## config.mk

```make
export PLATFORM = sky130hd
export DESIGN_NAME = branch_resolve
export DESIGN_NICKNAME = d
export VERILOG_FILES = /design/src/rtl/branch_resolve.sv
export SDC_FILE = /design/constraint.sdc
export NUM_CORES = 2
export LEC_CHECK = 0
export CELL_PAD_IN_SITES_DETAIL_PLACEMENT = 1
export CELL_PAD_IN_SITES_GLOBAL_PLACEMENT = 1
export CORE_MARGIN = 2
export CORE_UTILIZATION = 38
export CTS_CLUSTER_SIZE = 10
export DETAILED_ROUTE_END_ITERATION = 7
export MAX_ROUTING_LAYER = met4
export PLACE_DENSITY_LB_ADDON = 0.1
export REMOVE_ABC_BUFFERS = 1
export SLEW_MARGIN = 10
export SYNTH_ARGS = -nofsm -noshare
export SYNTH_HDL_FRONTEND = slang
export SYNTH_SLANG_ARGS = --single-unit
```

## constraint.sdc

```tcl
create_clock -name clk -period 39.9 [get_ports clk]
set_input_delay 5.985 -clock clk [delete_from_list [all_inputs] [get_ports clk]]
set_output_delay 5.985 -clock clk [all_outputs]
set_load 0.1 [all_outputs]
```

## src/rtl/branch_resolve.sv

```systemverilog
// Branch resolution: mispredict detection, redirect/flush generation, and a
// direct-mapped BTB with 2-bit counters looked up combinationally by fetch.
module branch_resolve #(
  parameter int unsigned IDX_W = 4
) (
  input  logic        clk,
  input  logic        reset,
  input  logic [63:0] if_pc,
  output logic        bp_taken,
  output logic [63:0] bp_target,
  input  logic        ex_valid,
  input  logic        ex_stall,
  input  logic [63:0] ex_pc,
  input  logic        ex_is_jump,
  input  logic        ex_bboolean,
  input  logic [63:0] ex_target,
  input  logic        ex_pred_taken,
  input  logic [63:0] ex_pred_target,
  input  logic        fetch_ready,
  output logic        redirect_valid,
  output logic [63:0] redirect_pc,
  output logic        flush,
  output logic [31:0] br_count,
  output logic [31:0] mispred_count
);

  localparam int unsigned ENTRIES = 1 << IDX_W;
  localparam int unsigned TAG_W   = 64 - IDX_W - 2;

  logic [ENTRIES-1:0] btb_valid;
  logic [TAG_W-1:0]   btb_tag    [ENTRIES];
  logic [63:0]        btb_target [ENTRIES];
  logic [1:0]         btb_ctr    [ENTRIES];

  logic [IDX_W-1:0] if_idx;
  logic [TAG_W-1:0] if_tag;
  logic [IDX_W-1:0] ex_idx;
  logic [TAG_W-1:0] ex_tag;

  logic        resolve;
  logic        actual_taken;
  logic [63:0] next_pc;
  logic        mispredict;
  logic        ex_hit;
  logic        wr_en;
  logic        wr_entry;
  logic [1:0]  wr_ctr;

  assign if_idx = if_pc[IDX_W+1:2];
  assign if_tag = if_pc[63:IDX_W+2];
  assign ex_idx = ex_pc[IDX_W+1:2];
  assign ex_tag = ex_pc[63:IDX_W+2];

  // Fetch-side lookup; sees the table as of the last clock edge.
  always_comb begin
    bp_taken  = btb_valid[if_idx] && (btb_tag[if_idx] == if_tag) && btb_ctr[if_idx][1];
    bp_target = bp_taken ? btb_target[if_idx] : if_pc + 64'd4;
  end

  // Wrong-path instructions behind a pending redirect never resolve.
  always_comb begin
    resolve      = ex_valid && !ex_stall && !redirect_valid;
    actual_taken = ex_is_jump || ex_bboolean;
    next_pc      = actual_taken ? ex_target : ex_pc + 64'd4;
    mispredict   = (actual_taken != ex_pred_taken) ||
                   (actual_taken && ex_pred_taken && (ex_target != ex_pred_target));
    ex_hit       = btb_valid[ex_idx] && (btb_tag[ex_idx] == ex_tag);
  end

  // Table write decision: counter training on hit, allocation on taken miss.
  always_comb begin
    wr_en    = 1'b0;
    wr_entry = 1'b0;
    wr_ctr   = btb_ctr[ex_idx];
    if (resolve) begin
      if (ex_hit) begin
        wr_en = 1'b1;
        if (ex_is_jump) begin
          wr_ctr   = 2'd3;
          wr_entry = 1'b1;
        end else if (ex_bboolean) begin
          wr_ctr   = (btb_ctr[ex_idx] == 2'd3) ? 2'd3 : btb_ctr[ex_idx] + 2'd1;
          wr_entry = 1'b1;
        end else begin
          wr_ctr   = (btb_ctr[ex_idx] == 2'd0) ? 2'd0 : btb_ctr[ex_idx] - 2'd1;
        end
      end else if (actual_taken) begin
        wr_en    = 1'b1;
        wr_entry = 1'b1;
        wr_ctr   = ex_is_jump ? 2'd3 : 2'd2;
      end
    end
  end

  always_ff @(posedge clk) begin
    if (reset) begin
      btb_valid <= '0;
      for (int i = 0; i < int'(ENTRIES); i++) begin
        btb_tag[i]    <= '0;
        btb_target[i] <= '0;
        btb_ctr[i]    <= 2'd1;
      end
    end else if (wr_en) begin
      btb_ctr[ex_idx] <= wr_ctr;
      if (wr_entry) begin
        btb_valid[ex_idx]  <= 1'b1;
        btb_tag[ex_idx]    <= ex_tag;
        btb_target[ex_idx] <= ex_target;
      end
    end
  end

  // Redirect/flush and statistics; a redirect holds until fetch takes it.
  always_ff @(posedge clk) begin
    if (reset) begin
      redirect_valid <= 1'b0;
      redirect_pc    <= '0;
      flush          <= 1'b0;
      br_count       <= '0;
      mispred_count  <= '0;
    end else begin
      flush <= resolve && mispredict;
      if (resolve) begin
        br_count <= br_count + 32'd1;
      end
      if (resolve && mispredict) begin
        mispred_count  <= mispred_count + 32'd1;
        redirect_valid <= 1'b1;
        redirect_pc    <= next_pc;
      end else if (redirect_valid && fetch_ready) begin
        redirect_valid <= 1'b0;
      end
    end
  end

endmodule

```

### Yosys cells after proc, flatten, opt, wreduce, memory -nomap -nowiden

Memory sizes are Yosys's and may differ from the RTL's.
Index checks and enable logic that the tools add are counted.

| word-level totals | value |
|---|---|
| output and inout port bits | 195 |
| memory bits (writable) | 1984 |
| register bits after elaboration | 146 |
| word-level logic and storage cells | 87 |
| latch bits | 0 |
| bits in read-only memories | 0 |
| bits of input ports | 264 |
| memories | 3 |

Memory list:

| name | words | bits a word | read ports | clocked after Yosys merged registers in | write ports | RTL line | source |
|---|---|---|---|---|---|---|---|
| btb_target | 16 | 64 | 1 | 0 | 16 | 32 | `logic [63:0] btb_target [ENTRIES];` |
| btb_tag | 16 | 58 | 2 | 0 | 16 | 31 | `logic [TAG_W-1:0] btb_tag [ENTRIES];` |
| btb_ctr | 16 | 2 | 2 | 0 | 16 | 33 | `logic [1:0] btb_ctr [ENTRIES];` |

| operators by class | value |
|---|---|
| reduce and logical (&&, ||, !) cells | 20 |
| div/mod/pow operators | 0 |
| shift-type cells | 0 |
| equality and inequality tests | 5 |
| add/subtract/negate cells | 6 |
| multipliers | 0 |
| $lt $le $gt $ge | 3 |
| muxes and demuxes | 43 |
| bitwise operators | 1 |

Operator list:

| kind | number |
|---|---|
| 2-to-1 mux 64 bit | 3 |
| adder 64 x 3 -> 64 bit, second input constant | 2 |
| == test 58 bit | 2 |
| adder 32 x 1 -> 32 bit, second input constant | 2 |
| != test 64 bit | 1 |
| OR reduction 64 bit | 1 |
| 2-to-1 mux 58 bit | 1 |
| OR reduction 58 bit | 1 |
| 2-to-1 mux 1 bit | 25 |
| 2-to-1 mux 2 bit | 8 |
| OR 16 bit | 1 |
| 2-to-1 mux 4 bit | 3 |
| logical AND 1 bit | 10 |
| < comparator 4 x 5 -> 1 bit, second input constant | 2 |
| binary-select mux 1 bit (select 4 bit) | 2 |
| demux 1 bit (select 4 bit) | 1 |
| greater-or-equal comparator 4 x 1 -> 1 bit, second input constant | 1 |
| adder 2 x 1 -> 2 bit, second input constant | 1 |
| == test 2 bit, second input constant | 1 |
| logical NOT 1 bit | 2 |
| logical NOT 2 bit | 1 |
| logical OR 1 bit | 2 |
| AND reduction 2 bit | 1 |
| nonzero test 2 bit | 1 |
| other kinds (3) | 3 |

### Logic depth before layout (Yosys ltp)

| depth | value |
|---|---|
| depth in word-level cells | 11 |
| depth in mapped cells | 18 |
| mapped depth without buffers | 11 |

### Least setup slack after synthesis

No wires, ideal clock.

| timing path | value |
|---|---|
| path kind | in2reg |
| from | input ex_pc[2] |
| to | memory btb_tag[10][0] (netlist bit) (enable) |
| stages | 13 |
| slack | 22.709 ns |
| data arrival time | 16.419 ns |
| path buffers | 9 |
| data required time | 39.128 ns |
| setup time | 0.772 ns |
| cell sequence | buf_6 buf_6 buf_8 inv_1 buf_4 buf_2 buf_2 ha_1 clkbuf_8 nand2_1 clkbuf_1 clkbuf_1 o21ai_0 |

RTL lines:

| what | RTL line | source |
|---|---|---|
| from (decl) | 13 | `input logic [63:0] ex_pc,` |
| to (decl) | 31 |  |

### Worst setup path after layout

| timing path | value |
|---|---|
| from | input if_pc[4] |
| to | output bp_target[6] |

| on the way | value |
|---|---|
| cells in the longest elaborated chain, start to end | 5 |
| elaborated cells on any way between the ends | 10 |
| classes of those cells | add/sub: 1; eq/ne: 1; mux: 3; reduce/logical: 2; memory: 3 |

Ends and longest elaborated chain:

| what | RTL line | source |
|---|---|---|
| from (decl) | 8 | `input logic [63:0] if_pc,` |
| branches (longest 4 deep; another with adder 64 x 3 -> 64 bit) | n/a |  |
| 2-to-1 mux 64 bit * | 57 | `bp_target = bp_taken ? btb_target[if_idx] : if_pc + 64'd4;` |
| to (decl) | 10 | `output logic [63:0] bp_target,` |

Mark *: on every way between the ends. The select of a mux whose other input is x is not followed.

==> metrics <==
area leader, netlist edfxtp_1; antenna-violating nets left 0; DRC 0; placed cell area about 0.12 sq mm; clk slew on worst S/H paths 0.06 ns; Synth area leaders edfxtp_1 54%, mux4_2 14%, and2_1 8.7%, mux2i_1 2.9%, dfxtp_1 2.7%; largest net degree at the start of global routing 128; hold slack 0.460 ns; vias in the first global route between 70k and 80k; fin util 43.7%; row cnt roughly 200; Power per Cell Area approximately 44 mW/mm^2; GRT Util Overall between 30% and 40%; reg-to-reg setup timing slack 34.01 ns; max_cap viols 0; Inserted Clock Buffers 268; TritonRoute pass-1 iters 8; DIE HEIGHT 541 um; Setup-failing EPs final 0; peak fanout along the critical path 85; Resize count post-CTS 0; Leakage Power between 0.04 and 0.05 uW; Area growth syn-to-layout 14.7%; kind of critical path in -> out; f_max 46.4 MHz; Synth Flop Type edfxtp_1; crit-path most repeated cell buf_4; H-tree Lvls 5; Required @ worst endpoint 33.91 ns; CP Cell Sequence buf_8 > buf_4 > buf_4 > buf_4 > buf_4 > nor2b_1 > a221oi_1 > a221oi_1 > a31oi_1 > nor4_1 > nand4_1 > nor4_1 > and3_4 > buf_4 > mux2i_1 > a211oi_1 > clkdlybuf4s50_1; initial core utilization 38.1%; Post-Syn Area 0.110 sq mm; DR WL/cell 42.8 um; synthesized instance count 7943; fin area between 0.1 and 0.15 sq mm; post-synthesis cell type count slightly below 100; Worst Hold Depth 1; Port Buf Inserts 458; status complete, no violations; Synth Warn # 0; ys async rst share 0%; CP delay by family, top buffers and inverters; drt initial violations 12.8k; Nets 8374; CTS Buffer Depth 4; Worst Setup SP if_pc[4]; R2R depth 10; Synth Area per Inst 13.8 sq um; top cell type's share of synthesized area between 50 and 60%; Hold Path Class reg -> reg; Slew HR 12.4%; final RePlAce weighted congestion 0.968; Placeable Area 0.288 sq mm; Hold Crit Start redirect_pc[59]; initial antenna violation count between 60 and 70; vias per cell 6.43; FF-to-FF End btb_target[1][17]; max incr delay on CP between 1 and 1.5 ns; Clock Latency Late Sink 0.91 ns; Tcrit/Tclk final 54.0%; final setup TNS 0 ns; DIE AREA ~0.29 sq mm; Detailed Route WL 518 mm; Design Power 5520 uW; first-pass GRT wire length roughly 700 mm; critical path launch point type input pin; register area share after synthesis 57.0%; die extent in x about 540 um; Post-synth EDFFs 1984; min Tclk post-route approximately 22 ns; Max Clock Skew 0.0512 ns; # IOs between 400 and 500; Vias 77.8k; Post-CTS Setup Inserts 0; hpwl dp between 300 and 400 mm; Max VDD drop 0.0000261 V; worst-margin pin slew 1.31 ns; final-report hold violation count 0; CTS tree done; Slew Limit Fails 0; CTS root buf clkbuf_16; Hold Buf Count CTS 0; WHS Endpoint redirect_pc[59]; CP max stage cell clkdlybuf4s50_1; CP Capture Type output port; RSZ-0062 raised after global routing no; Synth Register Bits 2130; R2R Path Start redirect_valid; worst path buffer plus inverter count 7; total grt overflow 0; ratio of cells with drive above 1 in the final layout about 17%; Clock Sink Count approximately 2.1k; Worst Path Arrival approximately 16 ns
## how the worst max path moves through the flow
stage | to | slack (ns) | cells past startpoint
after global routing | bp_target[6] | 18.20 | 17
final | bp_target[6] | 18.33 | 17
after CTS | bp_target[6] | 18.50 | 17
after floorplan | bp_target[6] | 19.73 | 10
after detailed placement | bp_target[6] | 18.50 | 17
after global placement | bp_target[6] | 18.54 | 17
## kinds of logic (layout without fill, tap and decap cells)
logic type,count (synthesis),in the layout,synth area share [%]
flip-flops,2130,2130,57.0
buffers and inverters,906,1246,3.68
multiplexers,1066,1066,18.0
adder cells (fa/ha/maj),9,9,0.100
AND/OR/NAND/NOR,2907,2907,15.0
XOR/XNOR,333,333,2.66
other,0,39,0
AO/OA/AOI/OAI,592,592,3.59
## worst register-to-register path, stage by stage (launching register included)
cell and delay, ns:
dfxtp_1 0.34, nor3b_2 0.20, buf_4 0.24, nand2_2 0.27, nor2_1 0.65, nand2_4 0.54, nor3_2 0.35, buf_12 0.55
or2_4 0.68, buf_4 0.79, buf_4 0.87
## cells in the mapped netlist, drive strengths merged, types with 5 or more instances
master,n
o21a,5
nor3b,10
mux4,712
or2,17
o2111ai,8
nor3,371
mux2i,315
nor2,246
o211ai,14
nand2b,19
nor4,172
o21ai,196
edfxtp,1984
a21o,22
o22ai,56
a221oi,34
o31ai,10
o2bb2ai,6
inv,54
buf,228
and2,1526
or3,12
xnor2,221
and3,42
nor2b,19
ha,8
a31oi,13
xor2,112
a32oi,5
clkbuf,613
a21oi,66
a211oi,15
nand2,269
clkinv,10
nand4,78
mux2,39
a22oi,57
dfxtp,146
and4,16
a22o,31
nand3,95
a2111oi,6
## routing by layer
layer  wire length [um]  vias up  GRT usage (%)  share of wire, %
li1                   -    30300              -                 -
met1             204000    41500           47.6                39
met2             233000     4997           53.3                45
met3              52900      952           6.83                10
met4              27900        0           16.6               5.4
met5                  0        -              -                 0
## registers in the layout, summed over array words and instances (netlist names)
name / cells
redirect_pc: 64
flush: 1
btb_valid: 16
redirect_valid: 1
btb_tag: 928
btb_target: 1024
mispred_count: 32
btb_ctr: 32
br_count: 32
## cell usage in the layout (no fill, tap or decap), drive strengths merged, types with 72 or more instances in the layout
cell           count
edfxtp          1984
and2            1526
mux4             712
clkdlybuf4s50    446
clkbuf           389
nor3             371
mux2i            315
buf              284
nand2            269
nor2             246
xnor2            221
o21ai            196
nor4             172
dfxtp            146
xor2             112
nand3             95
nand4             78
inv               72
## power breakdown
group | internal, uW | leakage, uW | total, uW | switching [uW]
Sequential | 2500 | 0.0224 | 2530 | 29.1
Combinational | 202 | 0.0183 | 698 | 495
Clock | 1280 | 0.00376 | 2290 | 1010
Total | 3980 | 0.0444 | 5520 | 1530
## through the flow
stage,cells,setup WS (ns)
floorplan,7101,19.73
global placement,11600,18.54
detailed placement,11600,18.50
CTS,12100,18.50
global route,12100,18.20
finish,12100,18.33
## layout make-up
type                       count  area [sq um]
clock inverter                63           546
timing repair buffer         731          6920
inverter                      64           251
fill                       28700        162000
multi-input combinational   4907         43500
sequential                  2130         62500
tap                         3781          4730
clock buffer                 388          7250
antenna                       39          97.6
(Power assumes the default switching activity.)
